**src/rtl/if_id_pkg.sv**
```systemverilog
// rtl/if_id_pkg.sv - shared constants and types for the fetch / IF-ID stage
package if_id_pkg;

    localparam logic [31:0] RESET_PC_DEFAULT = 32'h0000_0000;
    localparam logic [31:0] NOP_INST_DEFAULT = 32'h0000_0013;
    localparam logic [31:0] PC_INC           = 32'd4;

    typedef enum logic {
        RUN    = 1'b0,
        HALTED = 1'b1
    } fetch_state_t;

    typedef enum logic [1:0] {
        PC_SEL_HOLD     = 2'd0,
        PC_SEL_INC      = 2'd1,
        PC_SEL_REDIRECT = 2'd2
    } pc_sel_t;

endpackage

```
**src/rtl/pc_register.sv**
```systemverilog
// rtl/pc_register.sv - fetch PC flop with redirect / hold / +4 next-PC select
module pc_register
    import if_id_pkg::*;
#(
    parameter logic [31:0] RESET_PC = RESET_PC_DEFAULT
) (
    input  logic        clk,
    input  logic        reset,
    input  pc_sel_t     sel,
    input  logic [31:0] redirect_pc,
    output logic [31:0] pc
);

    // Fetch addresses are always word aligned, so the low bits of a target are dropped.
    logic [31:0] redirect_aligned;
    assign redirect_aligned = redirect_pc & ~32'h0000_0003;

    always_ff @(posedge clk) begin
        if (reset) begin
            pc <= RESET_PC;
        end else begin
            case (sel)
                PC_SEL_REDIRECT: pc <= redirect_aligned;
                PC_SEL_INC:      pc <= pc + PC_INC;
                default:         pc <= pc;
            endcase
        end
    end

endmodule

```
**src/rtl/if_id_stage.sv**
```systemverilog
// rtl/if_id_stage.sv - fetch FSM, PC and IF/ID register; IF_ID_PERF_COUNT_EN adds stall/flush counters
module if_id_stage
    import if_id_pkg::*;
#(
    parameter logic [31:0] RESET_PC = RESET_PC_DEFAULT,
    parameter logic [31:0] NOP_INST = NOP_INST_DEFAULT
) (
    input  logic        clk,
    input  logic        reset,
    input  logic        stall,
    input  logic        flush,
    input  logic [31:0] redirect_pc,
    input  logic        halt,
    input  logic [31:0] imem_inst,
    output logic [31:0] pc,
    output logic [31:0] ID_pc,
    output logic [31:0] ID_inst,
    output logic        ID_valid,
`ifdef IF_ID_PERF_COUNT_EN
    output logic        halted,
    output logic [31:0] stall_cycles,
    output logic [31:0] flush_count
`else
    output logic        halted
`endif
);

    fetch_state_t state;
    fetch_state_t next_state;
    pc_sel_t      pc_sel;
    logic [31:0]  id_pc_d;
    logic [31:0]  id_inst_d;
    logic         id_valid_d;
    logic         count_stall;
    logic         count_flush;

    pc_register #(.RESET_PC(RESET_PC)) u_pc_register (
        .clk         (clk),
        .reset       (reset),
        .sel         (pc_sel),
        .redirect_pc (redirect_pc),
        .pc          (pc)
    );

    always_ff @(posedge clk) begin
        if (reset) begin
            state <= RUN;
        end else begin
            state <= next_state;
        end
    end

    // Priority in RUN: halt > flush > stall > advance; HALTED only bubbles.
    always_comb begin
        next_state  = state;
        pc_sel      = PC_SEL_HOLD;
        id_pc_d     = ID_pc;
        id_inst_d   = ID_inst;
        id_valid_d  = ID_valid;
        count_stall = 1'b0;
        count_flush = 1'b0;
        if (state == HALTED || halt) begin
            next_state = HALTED;
            id_inst_d  = NOP_INST;
            id_valid_d = 1'b0;
        end else if (flush) begin
            pc_sel      = PC_SEL_REDIRECT;
            id_pc_d     = pc;
            id_inst_d   = NOP_INST;
            id_valid_d  = 1'b0;
            count_flush = 1'b1;
        end else if (stall) begin
            count_stall = 1'b1;
        end else begin
            pc_sel     = PC_SEL_INC;
            id_pc_d    = pc;
            id_inst_d  = imem_inst;
            id_valid_d = 1'b1;
        end
    end

    always_ff @(posedge clk) begin
        if (reset) begin
            ID_pc    <= RESET_PC;
            ID_inst  <= NOP_INST;
            ID_valid <= 1'b0;
        end else begin
            ID_pc    <= id_pc_d;
            ID_inst  <= id_inst_d;
            ID_valid <= id_valid_d;
        end
    end

    assign halted = (state == HALTED);

`ifdef IF_ID_PERF_COUNT_EN
    always_ff @(posedge clk) begin
        if (reset) begin
            stall_cycles <= 32'd0;
            flush_count  <= 32'd0;
        end else begin
            if (count_stall && stall_cycles != 32'hFFFF_FFFF) begin
                stall_cycles <= stall_cycles + 32'd1;
            end
            if (count_flush && flush_count != 32'hFFFF_FFFF) begin
                flush_count <= flush_count + 32'd1;
            end
        end
    end
`else
    logic unused_counts;
    assign unused_counts = count_stall ^ count_flush;
`endif

endmodule

```
**config.mk**
```make
export PLATFORM = sky130hd
export DESIGN_NAME = if_id_stage
export DESIGN_NICKNAME = d
export VERILOG_FILES = /design/src/rtl/if_id_pkg.sv /design/src/rtl/pc_register.sv /design/src/rtl/if_id_stage.sv
export SDC_FILE = /design/constraint.sdc
export NUM_CORES = 1
export LEC_CHECK = 0
export ABC_AREA = 1
export CAP_MARGIN = 20
export CELL_PAD_IN_SITES_DETAIL_PLACEMENT = 1
export CELL_PAD_IN_SITES_GLOBAL_PLACEMENT = 1
export CORE_MARGIN = 1.5
export CORE_UTILIZATION = 46
export DETAILED_ROUTE_END_ITERATION = 10
export DONT_BUFFER_PORTS = 1
export PLACE_DENSITY = 0.93
export SKIP_CTS_REPAIR_TIMING = 1
export SYNTH_ARGS = -nofsm -noshare
export SYNTH_HDL_FRONTEND = slang
export SYNTH_SLANG_ARGS = --single-unit
```
**constraint.sdc**
```tcl
create_clock -name clk -period 3.55 [get_ports clk]
set_input_delay 0.5325 -clock clk [delete_from_list [all_inputs] [get_ports clk]]
set_output_delay 0.5325 -clock clk [all_outputs]
set_load 0.02 [all_outputs]
```
==> Yosys cells after proc, flatten, opt, wreduce, memory -nomap -nowiden <==
Index checks and enable logic that the tools add are counted.
{ "classes": {"n_addsub": 1, "eq_ne": 3, "n_mux": 6, "bitwise_logic": 1, "n_reduce_logical": 4} }
{ "op_table": {"columns": ["operator", "count"], "rows": [
  ["$mux W32", 2],
  ["$pmux W32 S2", 1],
  ["$add A32 B3 Y32 const B", 1],
  ["$mux W2", 2],
  ["$reduce_or A3 Y1", 1],
  ["$eq A2 B1 Y1 const B", 1],
  ["$eq A2 B2 Y1 const B", 1],
  ["$ne A2 B1 Y1 const B", 1],
  ["$reduce_and A2 Y1", 1],
  ["$reduce_bool A2 Y1", 1],
  ["$logic_or A1 B1 Y1", 1],
  ["$mux W1", 1],
  ["$not A1 Y1", 1]
]} }
{ "word_totals": {"register_bits": 98, "input_bits": 69} }

==> Depth between registers and ports, before layout <==
Gate-level depths: netlist of run 1.
{ "depth": {"word_depth": 5, "mapped_depth": 11, "depth_no_buf": 10} }

==> Cells and area by module <==
A second synthesis of run 1 with hierarchy kept.
{ "unflattened": {"cells_unflattened": 751, "hier_area_um2": 4917.2} }
{ "by_module_without_submodules": {"columns": ["mod", "instances", "cells_each", "area_each_um2", "seq_area_each_um2"], "rows": [
  ["if_id_stage", 1, 361, 2625.0, 1321.3],
  ["pc_register", 1, 390, 2292.2, 600.6]
]} }

==> Least setup slack after synthesis of run 1 <==
OpenSTA, ideal clock, no wires.
{ "synth_timing": {"path_type": "input to register", "start": "in stall", "end": "reg u_pc_register.pc[2]", "setup_ps": 116, "arrival_ps": 2102, "setup_slack_ps": 1333, "stages": 9, "path_buffers": 4, "path_cell_list": "clkbuf_1 clkbuf_1 nor3_1 ha_1 buf_2 clkbuf_1 a21oi_1 o21ai_0 inv_1"} }
{ "synth_via": {"elab_chain_cells": 5} }
{ "synth_lines": {"columns": ["item", "line_no", "source"], "rows": [
  ["from (decl)", "if_id_stage.sv:10", "input logic stall,"],
  ["$mux W1 (*)", "if_id_stage.sv:72", "end else if (stall) begin"],
  ["$mux W2 (*)", "if_id_stage.sv:66", "end else if (flush) begin"],
  ["$mux W2 (*)", "if_id_stage.sv:62", "if (state == HALTED || halt) begin"],
  ["$eq A2 B1 Y1 / $eq A2 B2 Y1 (equally long branches)", "pc_register.sv:22", "case (sel)"],
  ["$pmux W32 S2 / $reduce_bool A2 Y1 (equally long branches)", null, null],
  ["to (signal assigned)", "pc_register.sv:23", "PC_SEL_REDIRECT: pc <= redirect_aligned;"],
  ["to (signal assigned)", "pc_register.sv:24", "PC_SEL_INC: pc <= pc + PC_INC;"],
  ["to (signal assigned)", "pc_register.sv:25", "default: pc <= pc;"],
  ["to (decl)", "pc_register.sv:11", "output logic [31:0] pc"]
]} }
Mark *: on every way between the ends. The rest lies on a longest branch, timed or not.
A chain may end at the register's enable or synchronous reset.

==> Worst setup path in the final report of run 1 <==
{ "layout_timing": {"start": "reg state, in the netlist halted", "end": "reg u_pc_register.pc[4]"} }
{ "layout_via": {"elab_chain_cells": 4} }
{ "layout_lines": {"columns": ["item", "line_no", "source"], "rows": [
  ["from (decl)", "if_id_stage.sv:28", "fetch_state_t state;"],
  ["from (signal assigned)", "if_id_stage.sv:49", "state <= next_state;"],
  ["$logic_or A1 B1 Y1 (*)", "if_id_stage.sv:62", null],
  ["$mux W2 (*)", "if_id_stage.sv:62", null],
  ["$eq A2 B1 Y1 / $eq A2 B2 Y1 (equally long branches)", "pc_register.sv:22", null],
  ["$pmux W32 S2 / $reduce_bool A2 Y1 (equally long branches)", null, null]
]} }
Marks and branches as above.

==> results_tabular.tex, run 1 <==
\begin{tabular}{lr}
\hline
Metric & Value \\
\hline
\multicolumn{2}{l}{\textbf{Worst setup path}} \\
Length in cells of the worst reg-to-reg path & 7 \\
Slowest cell on the critical path & sky130\_fd\_sc\_hd\_\_inv\_1 \\
Critical R2R Capture & u\_pc\_register.pc[4]\$\_SDFFE\_PP0P\_ \\
CP Cell Sequence & nor2\_1 > nand2\_1 > ha\_1 > buf\_4 > inv\_1 > o21ai\_0 > a221oi\_1 \\
Start point of the critical path & halted\$\_SDFFE\_PP0P\_ \\
Launching point of the worst reg2reg path & halted\$\_SDFFE\_PP0P\_ \\
Critical path capture point type & flip-flop \\
Critical Path AT & between 2 and 3 ns \\
FF-to-FF setup slack & 1.19 ns \\
Slowest stage delay, CP & 0.50 ns \\
Largest driver fanout on the critical path & 20 \\
Startpoint Class & flip-flop \\
Worst Path Class, Setup & flip-flop to flip-flop \\
Critical path data required time & between 3 and 4 ns \\
\multicolumn{2}{l}{\textbf{STA}} \\
Total negative setup slack & 0 ns \\
Final setup violation count & 0 \\
Final Hold Viols & 0 \\
Unrepaired setup endpoints after global routing & false \\
Crit share post-route & 66.4\% \\
Clock period minus worst slack & 2.36 ns \\
Maximum frequency from static timing analysis & approximately 420 MHz \\
Worst Hold Margin & approximately 0.22 ns \\
Fin Clk Skew & 0.0176 ns \\
Normalized max-slew margin & 29.7\% \\
Actual slew at the worst max-slew pin & 1.05 ns \\
Fin. max-slew vios & 0 \\
\multicolumn{2}{l}{\textbf{Global routing}} \\
Global-route wire length before repair & 20900 um \\
Combined global-route utilization of all metal layers & 26.0\% \\
Pin count of the biggest net entering global routing & 42 \\
Number of global-route vias before repair & about 4300 \\
Antenna violations before repair & 0 \\
Overflow left after global routing & 0 \\
\multicolumn{2}{l}{\textbf{Power}} \\
Static leakage power & roughly 1.6 nW \\
Internal power of the cells & between 0.001 and 0.0015 W \\
Switching Fraction & 33.3\% \\
Sequential cell fraction of total power & 57.7\% \\
Clock share of power & 32.7\% \\
Pwr Density & approximately 480 mW/mm\^{}2 \\
Logic gate share of total power & 9.6\% \\
NetSw & 0.000733 W \\
Maximum vdd ir drop & around 0.23 mV \\
\multicolumn{2}{l}{\textbf{Final layout}} \\
Growth of design area from synthesis to finish & 4.56\% \\
Final \#Nets & 687 \\
Number of inserted diodes & 0 \\
Layout cell share with drive strength beyond 1 & 7.73\% \\
Share of the core filled with cells & 49.7\% \\
\multicolumn{2}{l}{\textbf{Routing}} \\
Total number of vias & 4153 \\
Routed length on met3 & 1170 um \\
Number of search-and-repair iterations in the first detailed-routing pass & 4 \\
Routed via count divided by cell count & between 5 and 6 \\
Routed metal-1 wire length & 5490 um \\
Remaining routing DRC violations & 0 \\
Initial drt markers & 126 \\
WL met2 & 6440 um \\
Top Metal Used & met4 \\
WL/cell & around 18 um \\
Final wirelength & 13200 um \\
Antenna viol nets, final & 0 \\
\multicolumn{2}{l}{\textbf{Run status}} \\
Outcome & completed \\
\multicolumn{2}{l}{\textbf{Floorplanning}} \\
Num ports & 167 \\
CORE AREA & a little over 0.009 mm\^{}2 \\
Effective utilization at floorplan & 47.5\% \\
Number of core rows & 35 \\
Die footprint & 0.0101 mm\^{}2 \\
Die width & 101 um \\
Die Height & 101 um \\
\multicolumn{2}{l}{\textbf{Clocking}} \\
Num CTS Buffers & 9 \\
Clock transition at the registers of the reported paths & 0.11 ns \\
CTS tree & done \\
Number of clock sinks seen by CTS & 94 \\
Clock root buffer master & sky130\_fd\_sc\_hd\_\_clkbuf\_8 \\
Clock insertion delay at the later pin of the skew report & 0.37 ns \\
Maximum buffer depth of the clock tree & 2 \\
Maximum level of the CTS H-tree & 3 \\
\multicolumn{2}{l}{\textbf{Yosys}} \\
Sequential element share of the synthesized area & a little over two fifths \\
Area contributors post-synth & sky130\_fd\_sc\_hd\_\_dfxtp\_1, sky130\_fd\_sc\_hd\_\_nand2\_1, sky130\_fd\_sc\_hd\_\_a21oi\_1, sky130\_fd\_sc\_hd\_\_o21ai\_0, sky130\_fd\_sc\_hd\_\_nor2\_1 \\
Yosys top cell by area & sky130\_fd\_sc\_hd\_\_dfxtp\_1 \\
Number of different library cells in the post-synthesis netlist & 30 \\
Warning count from the yosys run & 0 \\
Post-synthesis area per instance & 6.89 um\^{}2 \\
Synth top area share & 42.9\% \\
Register bit total from synthesis & 94 \\
Gate Count Post-Synth & between 600 and 700 \\
Total standard cell area after synthesis & 0.00439 mm\^{}2 \\
\multicolumn{2}{l}{\textbf{Placed design}} \\
Half-perimeter wire length of the detailed placement result & about 9600 um \\
Last weighted congestion value of the routability-driven placer & about 0.90 \\
Number of port buffers & 0 \\
\multicolumn{2}{l}{\textbf{Min path}} \\
Worst min path class & input pin to flip-flop \\
Hold Path Origin & reset \\
Number of cells on the worst hold path & 1 \\
Worst Hold Endpoint & u\_pc\_register.pc[31]\$\_SDFFE\_PP0P\_ \\
\multicolumn{2}{l}{\textbf{Flow run}} \\
Number of max-cap violations & 0 \\
\hline
\end{tabular}
## state kept, by name, summed over array words and instances (netlist names)
register	count
halted	1
u_pc_register.pc	30
ID_inst	32
ID_valid	1
ID_pc	30
## metrics by stage
step           instance area [um^2]  setup slack, ns  total power, W  std cells
3_3_place_gp                   4390             1.28         0.00148        734
2_1_floorplan                  4400             1.33         0.00145        640
6_report                       4590             1.19         0.00220        750
4_1_cts                        4590             1.19         0.00221        750
3_5_place_dp                   4390             1.10         0.00150        734
5_1_grt                        4590             1.04         0.00230        750
## worst max-delay path by stage
stage | depth (start not counted) | slack, ns | end
3_3_place_gp | 7 | 1.28 | u_pc_register.pc[6]$_SDFFE_PP0P_
4_1_cts | 7 | 1.19 | u_pc_register.pc[5]$_SDFFE_PP0P_
5_1_grt | 7 | 1.04 | u_pc_register.pc[5]$_SDFFE_PP0P_
2_1_floorplan | 9 | 1.33 | u_pc_register.pc[2]$_SDFFE_PP0P_
3_5_place_dp | 7 | 1.10 | u_pc_register.pc[5]$_SDFFE_PP0P_
6_report | 7 | 1.19 | u_pc_register.pc[4]$_SDFFE_PP0P_
## final cells by class
cell class                      instances  area, um^2
Clock buffer                            9         124
Clock inverter                          7        76.3
Fill cell                            1224        4650
Inverter                               47         176
Multi-Input combinational cell        460        2140
Sequential cell                        94        1880
Tap cell                              129         161
Timing Repair Buffer                    4        30.0
## critical path, delay by kind of cell, from the launching register on
kind,cells,cell delay (ns)
flops,1,0.40
buf+inv,2,0.71
fa+ha+maj,1,0.24
compound gates,2,0.47
simple gates,2,0.44
## cell families after synthesis
group	after synthesis	share of synthesized area, %
simple gates	296	28.5
compound gates	152	17.9
flops	94	42.9
buf+inv	86	8.81
xor+xnor	6	1.20
fa+ha+maj	2	0.570
other cells	1	0.0855
## synth_stat cells, drive strengths merged
cell and n:
or2 4, xor2 6, a211oi 2, and2 1
clkbuf 20, a21oi 97, o21ai 49, o211ai 1
conb 1, buf 18, nor3 3, nand2 178
nand3 37, dlygate4sd1 1, dfxtp 94, a221oi 3
ha 2, nor2 73, inv 47
## layout by cell type, fill, tap and decap left out, types with 4 or more instances in the layout
master                       n
sky130_fd_sc_hd__clkbuf_8    9
sky130_fd_sc_hd__o21ai_0    46
sky130_fd_sc_hd__buf_4       4
sky130_fd_sc_hd__conb_1      4
sky130_fd_sc_hd__dfxtp_1    94
sky130_fd_sc_hd__xor2_1      6
sky130_fd_sc_hd__or2_2       4
sky130_fd_sc_hd__nand3_1    37
sky130_fd_sc_hd__nand2_2     6
sky130_fd_sc_hd__nand2_1   172
sky130_fd_sc_hd__nor2_1     60
sky130_fd_sc_hd__nor2_2      8
sky130_fd_sc_hd__inv_1      45
sky130_fd_sc_hd__a21oi_1    96
sky130_fd_sc_hd__nor2_4      5
## metal layers
layer  up-vias  track usage, %
li1       1999               -
met1      1980            31.3
met2       158            43.7
met3        16            9.08
met4         0            7.58
met5         -               0
## power groups by stage
stage	Combinational (W)	Clock, W	Sequential [W]
after floorplan	0.000182	0	0.00127
after global placement	0.000194	0	0.00129
after detailed placement	0.000208	0	0.00129
after CTS	0.000211	0.000734	0.00127
after global routing	0.000239	0.000781	0.00128
final	0.000210	0.000720	0.00127
(Power assumes the default switching activity.)
==> run 2: changes to the inputs <==
--- a/config.mk
+++ b/config.mk
@@ -10,10 +10,10 @@
 export CELL_PAD_IN_SITES_DETAIL_PLACEMENT = 1
 export CELL_PAD_IN_SITES_GLOBAL_PLACEMENT = 1
 export CORE_MARGIN = 1.5
-export CORE_UTILIZATION = 46
+export CORE_UTILIZATION = 39
 export DETAILED_ROUTE_END_ITERATION = 10
 export DONT_BUFFER_PORTS = 1
-export PLACE_DENSITY = 0.93
+export PLACE_DENSITY = 0.85
 export SKIP_CTS_REPAIR_TIMING = 1
 export SYNTH_ARGS = -nofsm -noshare
 export SYNTH_HDL_FRONTEND = slang
==> constraint.sdc (replaced) <==
create_clock -name clk -period 1.94 [get_ports clk]
set_input_delay 0.291 -clock clk [delete_from_list [all_inputs] [get_ports clk]]
set_output_delay 0.291 -clock clk [all_outputs]
set_load 0.02 [all_outputs]
==> results_tabular.tex, run 2 (same netlist as run 1, synthesis figures left out) <==
\begin{tabular}{lr}
\hline
Metric & Value \\
\hline
\multicolumn{2}{l}{\textbf{Worst setup path}} \\
Length in cells of the worst reg-to-reg path & 8 \\
Critical R2R Capture & u\_pc\_register.pc[15]\$\_SDFFE\_PP0P\_ \\
FF-to-FF setup slack & about 0.17 ns \\
Critical Path AT & around 2.1 ns \\
Critical path data required time & 2.27 ns \\
Worst Path Class, Setup & flip-flop to flip-flop \\
Critical path capture point type & flip-flop \\
Largest driver fanout on the critical path & 14 \\
Launching point of the worst reg2reg path & halted\$\_SDFFE\_PP0P\_ \\
Startpoint Class & flip-flop \\
\multicolumn{2}{l}{\textbf{Floorplanning}} \\
Num ports & 167 \\
Effective utilization at floorplan & 40.3\% \\
Die Height & 109 um \\
Die footprint & 0.0119 mm\^{}2 \\
Die width & 109 um \\
CORE AREA & 0.0109 mm\^{}2 \\
Number of core rows & 38 \\
\multicolumn{2}{l}{\textbf{Clocking}} \\
Number of clock sinks seen by CTS & 94 \\
Clock transition at the registers of the reported paths & around 0.10 ns \\
CTS tree & done \\
Clock root buffer master & sky130\_fd\_sc\_hd\_\_clkbuf\_8 \\
Num CTS Buffers & 9 \\
Maximum level of the CTS H-tree & 3 \\
Maximum buffer depth of the clock tree & 2 \\
Clock insertion delay at the later pin of the skew report & 0.39 ns \\
\multicolumn{2}{l}{\textbf{Min path}} \\
Worst Hold Endpoint & u\_pc\_register.pc[31]\$\_SDFFE\_PP0P\_ \\
Hold Path Origin & reset \\
Worst min path class & input pin to flip-flop \\
Number of cells on the worst hold path & 1 \\
\multicolumn{2}{l}{\textbf{Power}} \\
Static leakage power & 1.82 nW \\
Maximum vdd ir drop & 0.421 mV \\
Pwr Density & $\sim$850 mW/mm\^{}2 \\
\multicolumn{2}{l}{\textbf{Global routing}} \\
Number of global-route vias before repair & 4518 \\
Antenna violations before repair & 0 \\
Pin count of the biggest net entering global routing & 37 \\
Combined global-route utilization of all metal layers & 24.2\% \\
Overflow left after global routing & 0 \\
Global-route wire length before repair & 22100 um \\
\multicolumn{2}{l}{\textbf{STA}} \\
Maximum frequency from static timing analysis & 566 MHz \\
Actual slew at the worst max-slew pin & 0.897 ns \\
Fin Clk Skew & 0.00842 ns \\
Normalized max-slew margin & between 40\% and 50\% \\
Crit share post-route & 91.1\% \\
Unrepaired setup endpoints after global routing & false \\
Fin. max-slew vios & 0 \\
Total negative setup slack & 0 ns \\
Worst Hold Margin & -0.0391 ns \\
Clock period minus worst slack & 1.77 ns \\
Final Hold Viols & 18 \\
Final setup violation count & 0 \\
\multicolumn{2}{l}{\textbf{Final layout}} \\
Growth of design area from synthesis to finish & 13.1\% \\
Top library cells by usage in the layout, fill and taps aside & sky130\_fd\_sc\_hd\_\_nand2\_1, sky130\_fd\_sc\_hd\_\_a21oi\_1, sky130\_fd\_sc\_hd\_\_dfxtp\_1 \\
Layout cell share with drive strength beyond 1 & 13.5\% \\
Number of inserted diodes & 0 \\
Leading cell type in the layout, fill and taps excluded & sky130\_fd\_sc\_hd\_\_nand2\_1 \\
Registers with the highest flip-flop counts & ID\_inst x32, ID\_pc x30, u\_pc\_register.pc x30 \\
Largest Register & ID\_inst \\
Final \#Nets & between 700 and 800 \\
Max FFs per register & 32 \\
\multicolumn{2}{l}{\textbf{Routing}} \\
Routed via count divided by cell count & 5.40 \\
Number of search-and-repair iterations in the first detailed-routing pass & 4 \\
Remaining routing DRC violations & 0 \\
Total number of vias & 4318 \\
Initial drt markers & 210 \\
Final wirelength & 14000 um \\
WL/cell & 17.6 um \\
Antenna viol nets, final & 0 \\
\multicolumn{2}{l}{\textbf{Run status}} \\
Outcome & finished, violations left \\
Failing checks & negative hold slack \\
\multicolumn{2}{l}{\textbf{Flow run}} \\
Number of max-cap violations & 0 \\
\multicolumn{2}{l}{\textbf{Placed design}} \\
Number of port buffers & 0 \\
Half-perimeter wire length of the detailed placement result & 10600 um \\
Last weighted congestion value of the routability-driven placer & 0.878 \\
\hline
\end{tabular}
-- run 2: cell count changes in the layout (fill, tap and decap cells not counted) --
| cell | change |
|---|---|
| sky130_fd_sc_hd__clkinv_8 | -1 |
| sky130_fd_sc_hd__ha_2 | +1 |
| sky130_fd_sc_hd__inv_6 | +1 |
| sky130_fd_sc_hd__nor2_1 | -1 |
| sky130_fd_sc_hd__nor2_2 | +1 |
| sky130_fd_sc_hd__inv_2 | +1 |
| sky130_fd_sc_hd__dlygate4sd3_1 | +1 |
| sky130_fd_sc_hd__bufinv_16 | +1 |
| sky130_fd_sc_hd__inv_8 | -1 |
| sky130_fd_sc_hd__inv_1 | -1 |
| sky130_fd_sc_hd__buf_4 | +34 |
| sky130_fd_sc_hd__buf_12 | +4 |
| sky130_fd_sc_hd__ha_1 | -1 |
-- run 2: routing by layer --
metal	track usage, %	up-vias	routed length (um)
met5	0	-	0
met4	8.65	0	198
met1	27.1	2073	5660
met2	42.4	152	6960
met3	8.37	16	1220
li1	-	2077	-
-- run 2: worst max-delay path: stages, from the launching register on --
cell and delay (ns):
sky130_fd_sc_hd__dfxtp_1 0.34, sky130_fd_sc_hd__nor2_2 0.18, sky130_fd_sc_hd__inv_2 0.08, sky130_fd_sc_hd__nor3_1 0.18, sky130_fd_sc_hd__ha_2 0.36, sky130_fd_sc_hd__buf_4 0.21
sky130_fd_sc_hd__o21ai_1 0.15, sky130_fd_sc_hd__nand2_1 0.08, sky130_fd_sc_hd__nor2_1 0.12
-- run 2: worst max path at each step --
| stage | from | to | slack, ns | cells after the start |
|---|---|---|---|---|
| 2_1_floorplan | stall | u_pc_register.pc[2]$_SDFFE_PP0P_ | 0.06 | 9 |
| 3_3_place_gp | halted$_SDFFE_PP0P_ | u_pc_register.pc[15]$_SDFFE_PP0P_ | 0.17 | 7 |
| 3_5_place_dp | halted$_SDFFE_PP0P_ | u_pc_register.pc[31]$_SDFFE_PP0P_ | 0.1 | 9 |
| 4_1_cts | halted$_SDFFE_PP0P_ | u_pc_register.pc[15]$_SDFFE_PP0P_ | 0.06 | 7 |
| 5_1_grt | halted$_SDFFE_PP0P_ | u_pc_register.pc[31]$_SDFFE_PP0P_ | 0.03 | 9 |
| 6_report | halted$_SDFFE_PP0P_ | u_pc_register.pc[15]$_SDFFE_PP0P_ | 0.17 | 8 |
-- run 2: area by class of cell --
| class | count | area (um^2) |
|---|---|---|
| Fill cell | 1411 | 5920 |
| Multi-Input combinational cell | 460 | 2140 |
| Sequential cell | 94 | 1880 |
| Timing Repair Buffer | 43 | 375 |
| Inverter | 47 | 176 |
| Tap cell | 140 | 175 |
| Clock buffer | 9 | 124 |
| Clock inverter | 7 | 87.6 |
-- run 2: per-stage QoR --
| stage | utilization [%] | cell area, um^2 | setup WS, ns | cells | total power, W |
|---|---|---|---|---|---|
| 3_5_place_dp | 43.5 | 4740 | 0.0971 | 783 | 0.00285 |
| 3_3_place_gp | 43.5 | 4740 | 0.170 | 783 | 0.00281 |
| 2_1_floorplan | - | 4400 | 0.0575 | 640 | 0.00265 |
| 4_1_cts | 45.4 | 4950 | 0.0595 | 799 | 0.00427 |
| 6_report | 45.6 | 4960 | 0.173 | 800 | 0.00422 |
| 5_1_grt | 45.6 | 4960 | 0.0320 | 800 | 0.00442 |
-- run 2: where the power goes --
part           switching, W  total, W  internal, W
sequential         0.000174   0.00222      0.00205
combinational      0.000384  0.000594     0.000211
clock              0.000778   0.00140     0.000625
